$ cat config.mk
export PLATFORM = sky130hd
export DESIGN_NAME = matrix_stream_tiler_flat
export DESIGN_NICKNAME = d
export VERILOG_FILES = /design/src/rtl/matrix_stream_tiler_pkg.sv /design/src/rtl/matrix_stream_tiler_if.sv /design/src/rtl/matrix_stream_tiler_tile_row_bank.sv /design/src/rtl/matrix_stream_tiler.sv /design/src/flat_wrapper.sv
export SDC_FILE = /design/constraint.sdc
export NUM_CORES = 1
export LEC_CHECK = 0
export ABC_AREA = 1
export CELL_PAD_IN_SITES_DETAIL_PLACEMENT = 0
export CELL_PAD_IN_SITES_GLOBAL_PLACEMENT = 2
export CORE_MARGIN = 1.5
export CORE_UTILIZATION = 41
export DETAILED_ROUTE_END_ITERATION = 16
export GPL_TIMING_DRIVEN = 1
export PLACE_DENSITY_LB_ADDON = 0.1
export SETUP_SLACK_MARGIN = 0.02
export SLEW_MARGIN = 20
export SYNTH_ARGS = -nofsm -noshare
export SYNTH_HDL_FRONTEND = slang
export SYNTH_HIERARCHICAL = 1
export SYNTH_SLANG_ARGS = --single-unit
$ cat constraint.sdc
create_clock -name clk -period 4.7 [get_ports clk]
set_input_delay 0.94 -clock clk [delete_from_list [all_inputs] [get_ports clk]]
set_output_delay 0.94 -clock clk [all_outputs]
set_load 0.01 [all_outputs]
$ cat src/rtl/matrix_stream_tiler_pkg.sv
// Shared types and sizing helpers for the matrix stream tiler.
package matrix_stream_tiler_pkg;

  typedef enum logic {
    BANK_EMPTY = 1'b0,
    BANK_FULL  = 1'b1
  } bank_state_e;

  function automatic int tile_count(int total, int compute);
    return total / compute;
  endfunction

  function automatic int cnt_width(int n);
    return (n > 1) ? $clog2(n) : 1;
  endfunction

endpackage

$ cat src/rtl/matrix_stream_tiler_if.sv
// Row-segment input and tile output handshake bundle.
interface matrix_stream_tiler_if #(
  parameter int DATA_WIDTH   = 8,
  parameter int COMPUTE_DIM0 = 2,
  parameter int COMPUTE_DIM1 = 2
) ();
  logic [DATA_WIDTH*COMPUTE_DIM0-1:0]              in_data;
  logic                                            in_valid;
  logic                                            in_ready;
  logic [DATA_WIDTH*COMPUTE_DIM0*COMPUTE_DIM1-1:0] out_data;
  logic                                            out_valid;
  logic                                            out_ready;

  modport master (
    output in_data, in_valid, out_ready,
    input  in_ready, out_data, out_valid
  );

  modport slave (
    input  in_data, in_valid, out_ready,
    output in_ready, out_data, out_valid
  );
endinterface

$ cat src/rtl/matrix_stream_tiler_tile_row_bank.sv
// One tile row of storage: segment write port, whole-tile read port.
module tile_row_bank
  import matrix_stream_tiler_pkg::*;
#(
  parameter int TILES_X      = 2,
  parameter int COMPUTE_DIM0 = 2,
  parameter int COMPUTE_DIM1 = 2,
  parameter int DATA_WIDTH   = 8
) (
  input  logic                                 clk,
  input  logic                                 we,
  input  logic [cnt_width(TILES_X)-1:0]        wr_xc,
  input  logic [cnt_width(COMPUTE_DIM1)-1:0]   wr_r,
  input  logic [DATA_WIDTH*COMPUTE_DIM0-1:0]   wr_seg,
  input  logic [cnt_width(TILES_X)-1:0]        rd_tx,
  output logic [DATA_WIDTH*COMPUTE_DIM0*COMPUTE_DIM1-1:0] rd_tile
);
  localparam int SW = DATA_WIDTH * COMPUTE_DIM0;
  localparam int NE = TILES_X * COMPUTE_DIM1;
  localparam int AW = cnt_width(NE);

  logic [SW-1:0] mem_q [NE];
  logic [SW-1:0] mem_d [NE];
  logic [AW-1:0] wr_idx;

  assign wr_idx = AW'(int'(wr_xc) * COMPUTE_DIM1 + int'(wr_r));

  always_comb begin
    mem_d = mem_q;
    if (we) mem_d[wr_idx] = wr_seg;
  end

  always_ff @(posedge clk) begin
    mem_q <= mem_d;
  end

  // Tile row r sits at element offset r*COMPUTE_DIM0 of the flat tile.
  always_comb begin
    rd_tile = '0;
    for (int r = 0; r < COMPUTE_DIM1; r++) begin
      rd_tile[r*SW +: SW] = mem_q[AW'(int'(rd_tx) * COMPUTE_DIM1 + r)];
    end
  end
endmodule

$ cat src/rtl/matrix_stream_tiler.sv
// Re-chunks a row-major segment stream into tiles via two
// ping-pong tile-row banks.
module matrix_stream_tiler
  import matrix_stream_tiler_pkg::*;
#(
  parameter int TOTAL_DIM0   = 4,
  parameter int TOTAL_DIM1   = 4,
  parameter int COMPUTE_DIM0 = 2,
  parameter int COMPUTE_DIM1 = 2,
  parameter int DATA_WIDTH   = 8
) (
  input logic                  clk,
  input logic                  rst,
  matrix_stream_tiler_if.slave bus
);
  localparam int TX = tile_count(TOTAL_DIM0, COMPUTE_DIM0);
  localparam int TY = tile_count(TOTAL_DIM1, COMPUTE_DIM1);
  localparam int XW = cnt_width(TX);
  localparam int RW = cnt_width(COMPUTE_DIM1);
  localparam int TW = DATA_WIDTH * COMPUTE_DIM0 * COMPUTE_DIM1;

  if (TX * COMPUTE_DIM0 != TOTAL_DIM0 ||
      TY * COMPUTE_DIM1 != TOTAL_DIM1) begin : g_bad_dims
    $fatal(1, "matrix dims not a multiple of tile dims");
  end

  logic [XW-1:0] wr_xc_q, wr_xc_d;
  logic [RW-1:0] wr_r_q, wr_r_d;
  logic [XW-1:0] tx_q, tx_d;
  logic          wr_sel_q, wr_sel_d;
  logic          rd_sel_q, rd_sel_d;
  bank_state_e   bank_q [2];
  bank_state_e   bank_d [2];

  logic          wr_fire, rd_fire;
  logic [TW-1:0] tile_w [2];

  assign bus.in_ready  = (bank_q[wr_sel_q] == BANK_EMPTY);
  assign bus.out_valid = (bank_q[rd_sel_q] == BANK_FULL);
  assign bus.out_data  = tile_w[rd_sel_q];
  assign wr_fire = bus.in_valid && bus.in_ready;
  assign rd_fire = bus.out_valid && bus.out_ready;

  for (genvar b = 0; b < 2; b++) begin : g_bank
    tile_row_bank #(
      .TILES_X      (TX),
      .COMPUTE_DIM0 (COMPUTE_DIM0),
      .COMPUTE_DIM1 (COMPUTE_DIM1),
      .DATA_WIDTH   (DATA_WIDTH)
    ) u_bank (
      .clk     (clk),
      .we      (wr_fire && (wr_sel_q == 1'(b))),
      .wr_xc   (wr_xc_q),
      .wr_r    (wr_r_q),
      .wr_seg  (bus.in_data),
      .rd_tx   (tx_q),
      .rd_tile (tile_w[b])
    );
  end

  // Write fills one bank while the other drains; they never
  // touch the same bank in one cycle (EMPTY vs FULL).
  always_comb begin
    wr_xc_d  = wr_xc_q;
    wr_r_d   = wr_r_q;
    tx_d     = tx_q;
    wr_sel_d = wr_sel_q;
    rd_sel_d = rd_sel_q;
    bank_d   = bank_q;
    if (wr_fire) begin
      if (wr_xc_q == XW'(TX - 1)) begin
        wr_xc_d = '0;
        if (wr_r_q == RW'(COMPUTE_DIM1 - 1)) begin
          wr_r_d           = '0;
          bank_d[wr_sel_q] = BANK_FULL;
          wr_sel_d         = ~wr_sel_q;
        end else begin
          wr_r_d = wr_r_q + RW'(1);
        end
      end else begin
        wr_xc_d = wr_xc_q + XW'(1);
      end
    end
    if (rd_fire) begin
      if (tx_q == XW'(TX - 1)) begin
        tx_d             = '0;
        bank_d[rd_sel_q] = BANK_EMPTY;
        rd_sel_d         = ~rd_sel_q;
      end else begin
        tx_d = tx_q + XW'(1);
      end
    end
  end

  always_ff @(posedge clk) begin
    if (rst) begin
      wr_xc_q  <= '0;
      wr_r_q   <= '0;
      tx_q     <= '0;
      wr_sel_q <= 1'b0;
      rd_sel_q <= 1'b0;
      bank_q   <= '{BANK_EMPTY, BANK_EMPTY};
    end else begin
      wr_xc_q  <= wr_xc_d;
      wr_r_q   <= wr_r_d;
      tx_q     <= tx_d;
      wr_sel_q <= wr_sel_d;
      rd_sel_q <= rd_sel_d;
      bank_q   <= bank_d;
    end
  end
endmodule

$ cat src/flat_wrapper.sv
// flat-port wrapper written by rule: the top's interface ports become plain ports
module matrix_stream_tiler_flat import matrix_stream_tiler_pkg::*;
#(
  parameter int TOTAL_DIM0   = 4,
  parameter int TOTAL_DIM1   = 4,
  parameter int COMPUTE_DIM0 = 2,
  parameter int COMPUTE_DIM1 = 2,
  parameter int DATA_WIDTH   = 8
)
  (clk, rst, bus_in_data, bus_in_valid, bus_out_ready, bus_in_ready, bus_out_data, bus_out_valid);
  matrix_stream_tiler_if #(.DATA_WIDTH(DATA_WIDTH), .COMPUTE_DIM0(COMPUTE_DIM0), .COMPUTE_DIM1(COMPUTE_DIM1)) bus_i ();
  input logic clk;
  input logic rst;
  input wire logic [$bits(bus_i.in_data)-1:0] bus_in_data;
  input wire logic [$bits(bus_i.in_valid)-1:0] bus_in_valid;
  input wire logic [$bits(bus_i.out_ready)-1:0] bus_out_ready;
  output wire logic [$bits(bus_i.in_ready)-1:0] bus_in_ready;
  output wire logic [$bits(bus_i.out_data)-1:0] bus_out_data;
  output wire logic [$bits(bus_i.out_valid)-1:0] bus_out_valid;
  assign bus_i.in_data = bus_in_data;
  assign bus_i.in_valid = bus_in_valid;
  assign bus_i.out_ready = bus_out_ready;
  assign bus_in_ready = bus_i.in_ready;
  assign bus_out_data = bus_i.out_data;
  assign bus_out_valid = bus_i.out_valid;
  matrix_stream_tiler #(.TOTAL_DIM0(TOTAL_DIM0), .TOTAL_DIM1(TOTAL_DIM1), .COMPUTE_DIM0(COMPUTE_DIM0), .COMPUTE_DIM1(COMPUTE_DIM1), .DATA_WIDTH(DATA_WIDTH)) u_core (.clk(clk), .rst(rst), .bus(bus_i));
endmodule
=== After elaboration in Yosys (flattened, before gate mapping) ===
Cells that the tools add are included.

* Register bits after elaboration: 135
* Bits of input ports: 20
* Logic and storage cells: 86
* Output and inout port bits: 34

* Add/subtract/negate cells: 5
* Multiplexer cells: 37
* Bitwise operators: 11
* Reductions and logical operators: 10
* Order comparisons: 8

{| class="wikitable"
|+ Operators with widths
! cell !! number
|-
| 16-bit two-way mux || 9
|-
| 16-bit binary-select mux with 2-bit select || 4
|-
| 64-bit bitwise mux || 2
|-
| 32-bit two-way mux || 3
|-
| 16-bit demux with 2-bit select || 1
|-
| 1-bit two-way mux || 11
|-
| 2-bit two-way mux || 5
|-
| 1-bit logical AND || 7
|-
| 2-bit by 3-bit greater-or-equal comparator with 1-bit output (second input constant) || 2
|-
| 2-bit inverter || 3
|-
| 2-bit greater-or-equal comparator (second input constant) || 2
|-
| 2-bit by 1-bit < comparator with 1-bit output (second input constant) || 2
|-
| 1-bit inverter with 2-bit output || 2
|-
| 2-bit AND reduction || 2
|-
| 1-bit adder (second input constant) || 3
|-
| 3-bit greater-or-equal comparator (second input constant) || 1
|-
| 3-bit by 1-bit < comparator with 1-bit output (second input constant) || 1
|-
| 1-bit inverter || 3
|-
| 2-bit inverter with 3-bit output || 1
|-
| 3-bit AND reduction || 1
|-
| 2-bit by 1-bit adder with 2-bit output || 1
|-
| 2-bit by 1-bit adder with 2-bit output (second input constant) || 1
|-
| 2-bit AND || 1
|-
| 1-bit demux with 1-bit select || 2
|-
| 2-bit bitwise OR || 1
|}

=== Depth between registers and ports, before layout ===
* Depth in word-level cells: 12
* Gate-level depth with buffers: 8
* Depth with buffers taken out: 7

=== Hierarchy ===
Netlist, hierarchy kept.

{| class="wikitable"
|+ Modules (own cells, without submodules)
! module !! cells each !! area an instance (um2) !! times used
|-
| tile_row_bank || 176 || 2443.6 || 2
|-
| matrix_stream_tiler || 158 || 763.2 || 1
|}

=== Worst setup path after synthesis ===
Ideal clock, no wire load.

* Kind: in2reg
* From: input bus_in_valid
* To: register u_core/g_bank[1].u_bank/mem_q[0] (netlist bit) (enable)
* Buffers on the path: 0
* Stages: 4
* Setup slack: 2.397 ns
* Arrival time: 1.914 ns
* Required time: 4.312 ns
* Library setup time: 0.388 ns
* Path through: nand3_1 nor2_1 nand2_1 nor2_1

* Word-level cells in the longest chain between the ends: 2

{| class="wikitable"
|+ Ends and longest elaborated chain
! item !! line !! source
|-
| from (decl) || flat_wrapper.sv:15 || <nowiki>input wire logic [$bits(bus_i.in_valid)-1:0] bus_in_valid;</nowiki>
|-
| 1-bit logical AND || matrix_stream_tiler.sv:41 || <nowiki>assign wr_fire = bus.in_valid && bus.in_ready;</nowiki>
|-
| 1-bit logical AND || matrix_stream_tiler.sv:52 || <nowiki>.we (wr_fire && (wr_sel_q == 1'(b))),</nowiki>
|-
| to (signal assigned) || matrix_stream_tiler_tile_row_bank.sv:34 || <nowiki>mem_q <= mem_d;</nowiki>
|-
| to (decl) || matrix_stream_tiler_tile_row_bank.sv:22 || <nowiki>logic [SW-1:0] mem_q [NE];</nowiki>
|}

No other way between the ends.
A chain may end at the register's enable or synchronous reset.

==> out/qor.txt <==
DRT
-----------------------------------------------------------------------------------------
Via/cell ratio                                                                      4.616
Detailed-routing iteration count for the pre-antenna-repair pass                        4
Antenna viol nets, final                                                                0
Post-detailed-route wirelength per cell                                          15.16 um
DRC errors left                                                                         0
Drt initial violations                                                                198
Total Routed Length                                                              11.53 mm
Vias                                                                                 3508

STA
-----------------------------------------------------------------------------------------
Headroom to the max-slew limit                                                     0.4063
Hold violation count in the final report                                                0
Setup repair after global routing missed its margin                                    no
Achievable frequency                                                           0.2953 GHz
Final cycle utilization of the critical path                                       0.7206
Fin Setup TNS                                                                        0 ps
Slew at the pin with the worst max-slew slack                                    889.3 ps
Final worst slack                                                                 1313 ps
Clock tree skew after final layout                                               6.643 ps
Number of pins exceeding their max-slew limit in the final report                       0
Final Critical Period                                                             3387 ps
Final setup violation count                                                             0

CTS
-----------------------------------------------------------------------------------------
Root buffer cell                                                             sky130_fd_sc_hd__clkbuf_16
Postcts setup bufs                                                                      0
Clock latency on the worst-skew pair                                               410 ps
Number of sinks handled by clock tree synthesis                                       135
H-tree Lvls                                                                             4
Post-cts repair resize count                                                            0
Number of buffers created by CTS                                                       17
Hold buffer count at cts                                                                0
TritonCTS clock tree                                                                built
Clk pin slew, worst setup/hold paths                                                60 ps
Maximum clock path buffer count                                                         2

WORST SETUP PATH
-----------------------------------------------------------------------------------------
FF-to-FF path depth                                                                     6
Critical path arrival                                                             2450 ps
CP Data Required Time                                                             3760 ps
Crit Path Class                                                                reg -> out
Buf/Inv on CP                                                                           2
Crit-path max FO                                                                       69
Crit path cell chain                                                         inv_8, nand2_1, nand2_1, nand2_1, nand2_1, clkdlybuf4s50_1
Source of the worst register-to-register timing path                         u_core/wr_sel_q$_SDFFE_PP0P_
Critical path's top delay family                                               flip-flops
Most prevalent standard cell on the critical path                            sky130_fd_sc_hd__nand2_1
Worst reg2reg path endpoint                                                  u_core/g_bank[0].u_bank/mem_q[36]$_DFFE_PP_
Reg-to-reg slack, setup                                                           2830 ps
Worst path slowest cell                                                      sky130_fd_sc_hd__dfxtp_4
Capturing element type of the critical path                                  primary output
CP startpoint kind                                                              flip-flop
Largest stage delay, worst path                                                    930 ps

FLOORPLANNING
-----------------------------------------------------------------------------------------
Total die area                                                               0.01450 mm^2
Floorplan core area                                                          0.01335 mm^2
Die Y-Extent                                                                     120.4 um
Effective utilization at floorplan                                                 0.4233
I/O pin count                                                                          54
Die width                                                                        120.4 um
Number of rows created at floorplan                                                    42

FINAL LAYOUT
-----------------------------------------------------------------------------------------
End-of-flow core utilization                                                       0.5144
Area growth syn-to-layout                                                          21.52%
Post-layout net count                                                                 591
Summed area of non-filler cells in the final layout                          0.006867 mm^2
Antenna Diode Count                                                                     0
Layout cell share with drive strength beyond 1                                     0.1113

GLOBAL ROUTE
-----------------------------------------------------------------------------------------
Overflow left after global routing                                                      0
Pin count of the biggest net entering global routing                                   70
First-pass GRT wire length                                                       18.10 mm
Antenna violations before repair                                                        0
Overall Global Routing Usage                                                       0.1695
Number of global-route vias before repair                                            3250

SYNTH
-----------------------------------------------------------------------------------------
Dominant register cell in the synthesized netlist                            sky130_fd_sc_hd__edfxtp_1
Yosys top cell by area                                                       sky130_fd_sc_hd__edfxtp_1
Cell area after synthesis                                                    0.005650 mm^2
Portion of synthesized cell area occupied by the leading cell type                 0.6802
Most area-consuming cells after synthesis                                    sky130_fd_sc_hd__edfxtp_1 (68%), sky130_fd_sc_hd__nand2_1 (19%), sky130_fd_sc_hd__dfxtp_1 (2.5%)
Synthesis warning total                                                                 6
Most common cell in the synthesized netlist                                  sky130_fd_sc_hd__nand2_1
Net Count, Synth                                                                      530
Number of instances in the synthesized netlist                                        510
Sequential element share of the synthesized area                                   0.7050
Number of distinct library cells after synthesis                                       19
Proportion of register bits with asynchronous set or reset after synthesis              0
Number of synthesized register bits                                                   135
Number of flops mapped to enable cells by yosys                                       128
Mean cell area of the mapped netlist                                           11.08 um^2
Leading cell types by count after synthesis                                  sky130_fd_sc_hd__nand2_1 (284), sky130_fd_sc_hd__edfxtp_1 (128), sky130_fd_sc_hd__nand2_2 (22), sky130_fd_sc_hd__nor2_1 (18), sky130_fd_sc_hd__inv_1 (14)

RUN
-----------------------------------------------------------------------------------------
Max-capacitance violation count                                                         0

POWER AND IR DROP
-----------------------------------------------------------------------------------------
VDD IR max                                                                      0.2444 mV
Leakage power total                                                              2.752 nW
PD cells                                                                     418.5 mW/mm^2

PLACEMENT
-----------------------------------------------------------------------------------------
DP HPWL                                                                          6.486 mm
Placed Area                                                                  0.006248 mm^2
PortBufs                                                                               53
Post-Place Worst Slack                                                            1719 ps
Last weighted congestion value of the routability-driven placer                    0.8011

MIN PATH
-----------------------------------------------------------------------------------------
Worst Min Path Start                                                         u_core/wr_xc_q$_SDFFE_PP0N_
Worst min-delay path class                                                     reg -> reg
Worst Hold Depth                                                                        2
Hold Path Sink                                                               u_core/wr_xc_q$_SDFFE_PP0N_

OUTCOME
-----------------------------------------------------------------------------------------
Status                                                                       finished clean

layer usage:
layer,track usage,part of all wire,vias up
met5,0,0,-
met4,0.05515,0.014,0
met3,0.04292,0.039,15
met2,0.2692,0.47,72
li1,-,-,1777
met1,0.2293,0.48,1644
per-stage QoR:
| step | hold WS (ps) | power (W) | instances |
|---|---|---|---|
| 2_1_floorplan | 483.3 | 0.001434 | 510 |
| 3_3_place_gp | 518.1 | 0.001510 | 728 |
| 3_5_place_dp | 525.6 | 0.001512 | 728 |
| 4_1_cts | 534.5 | 0.002899 | 760 |
| 5_1_grt | 567.6 | 0.002972 | 760 |
| 6_report | 531.4 | 0.002874 | 760 |
area by class of cell:
class / instances / area [um^2]
fill: 1191 / 6481
sequential: 135 / 3988
multi-input combinational: 337 / 1351
timing repair buffer: 63 / 605.6
clock buffer: 20 / 436.7
tap: 176 / 220.2
clock inverter: 12 / 181.4
inverter: 17 / 83.83
power breakdown:
group / total, W / switching, W / leakage, nW / internal, W
Clock: 0.00139 / 0.000458 / 0.304 / 0.000931
Combinational: 0.000130 / 0.0000709 / 1.23 / 0.0000592
Sequential: 0.00135 / 0.0000101 / 1.22 / 0.00134
cell usage in the layout (no fill, tap or decap), types with 3 or more instances in the layout:
master                              n
sky130_fd_sc_hd__clkbuf_16         17
sky130_fd_sc_hd__buf_4             10
sky130_fd_sc_hd__clkbuf_1           3
sky130_fd_sc_hd__clkinv_1           3
sky130_fd_sc_hd__clkdlybuf4s50_1   53
sky130_fd_sc_hd__dfxtp_1            6
sky130_fd_sc_hd__clkinv_2           4
sky130_fd_sc_hd__nand2_1          284
sky130_fd_sc_hd__nand2_2           22
sky130_fd_sc_hd__nor2_1            18
sky130_fd_sc_hd__inv_1             14
sky130_fd_sc_hd__a21oi_1            3
sky130_fd_sc_hd__edfxtp_1         128
sky130_fd_sc_hd__bufinv_16          5
sky130_fd_sc_hd__nand3_1            4
flip-flops by register name (all words and copies together) (netlist names):
signal                      flops
u_core/wr_xc_q                  1
u_core/bank_q                   2
u_core/g_bank.u_bank/mem_q    128
u_core/wr_r_q                   1
u_core/tx_q                     1
u_core/rd_sel_q                 1
u_core/wr_sel_q                 1
worst max path at each step:
| stage | from | endpoint | depth (start not counted) |
|---|---|---|---|
| 3_5_place_dp | u_core/tx_q$_SDFFE_PP0N_ | bus_out_data[13] | 6 |
| 6_report | u_core/tx_q$_SDFFE_PP0N_ | bus_out_data[13] | 6 |
| 2_1_floorplan | bus_in_valid | u_core/g_bank[1].u_bank/mem_q[0]$_DFFE_PP_ | 4 |
| 5_1_grt | u_core/tx_q$_SDFFE_PP0N_ | bus_out_data[14] | 6 |
| 3_3_place_gp | u_core/tx_q$_SDFFE_PP0N_ | bus_out_data[13] | 6 |
| 4_1_cts | u_core/tx_q$_SDFFE_PP0N_ | bus_out_data[13] | 6 |
worst reg2reg max path, cell delays in order (launching register included):
cell and delay, ps:
sky130_fd_sc_hd__dfxtp_1 330, sky130_fd_sc_hd__nor2_1 190, sky130_fd_sc_hd__nand2_1 100, sky130_fd_sc_hd__inv_1 90, sky130_fd_sc_hd__nand2_1 70, sky130_fd_sc_hd__nor2_1 430, sky130_fd_sc_hd__buf_4 350
kinds of logic (layout without fill, tap and decap cells):
kind of cell | count (synthesis) | after routing | synth area share
flip-flops | 135 | 135 | 0.7050
buffers and inverters | 38 | 112 | 0.05580
AO/OA/AOI/OAI | 4 | 4 | 0.003541
AND/OR/NAND/NOR | 333 | 333 | 0.2356
No activity file was read; power rests on OpenSTA's default activity.
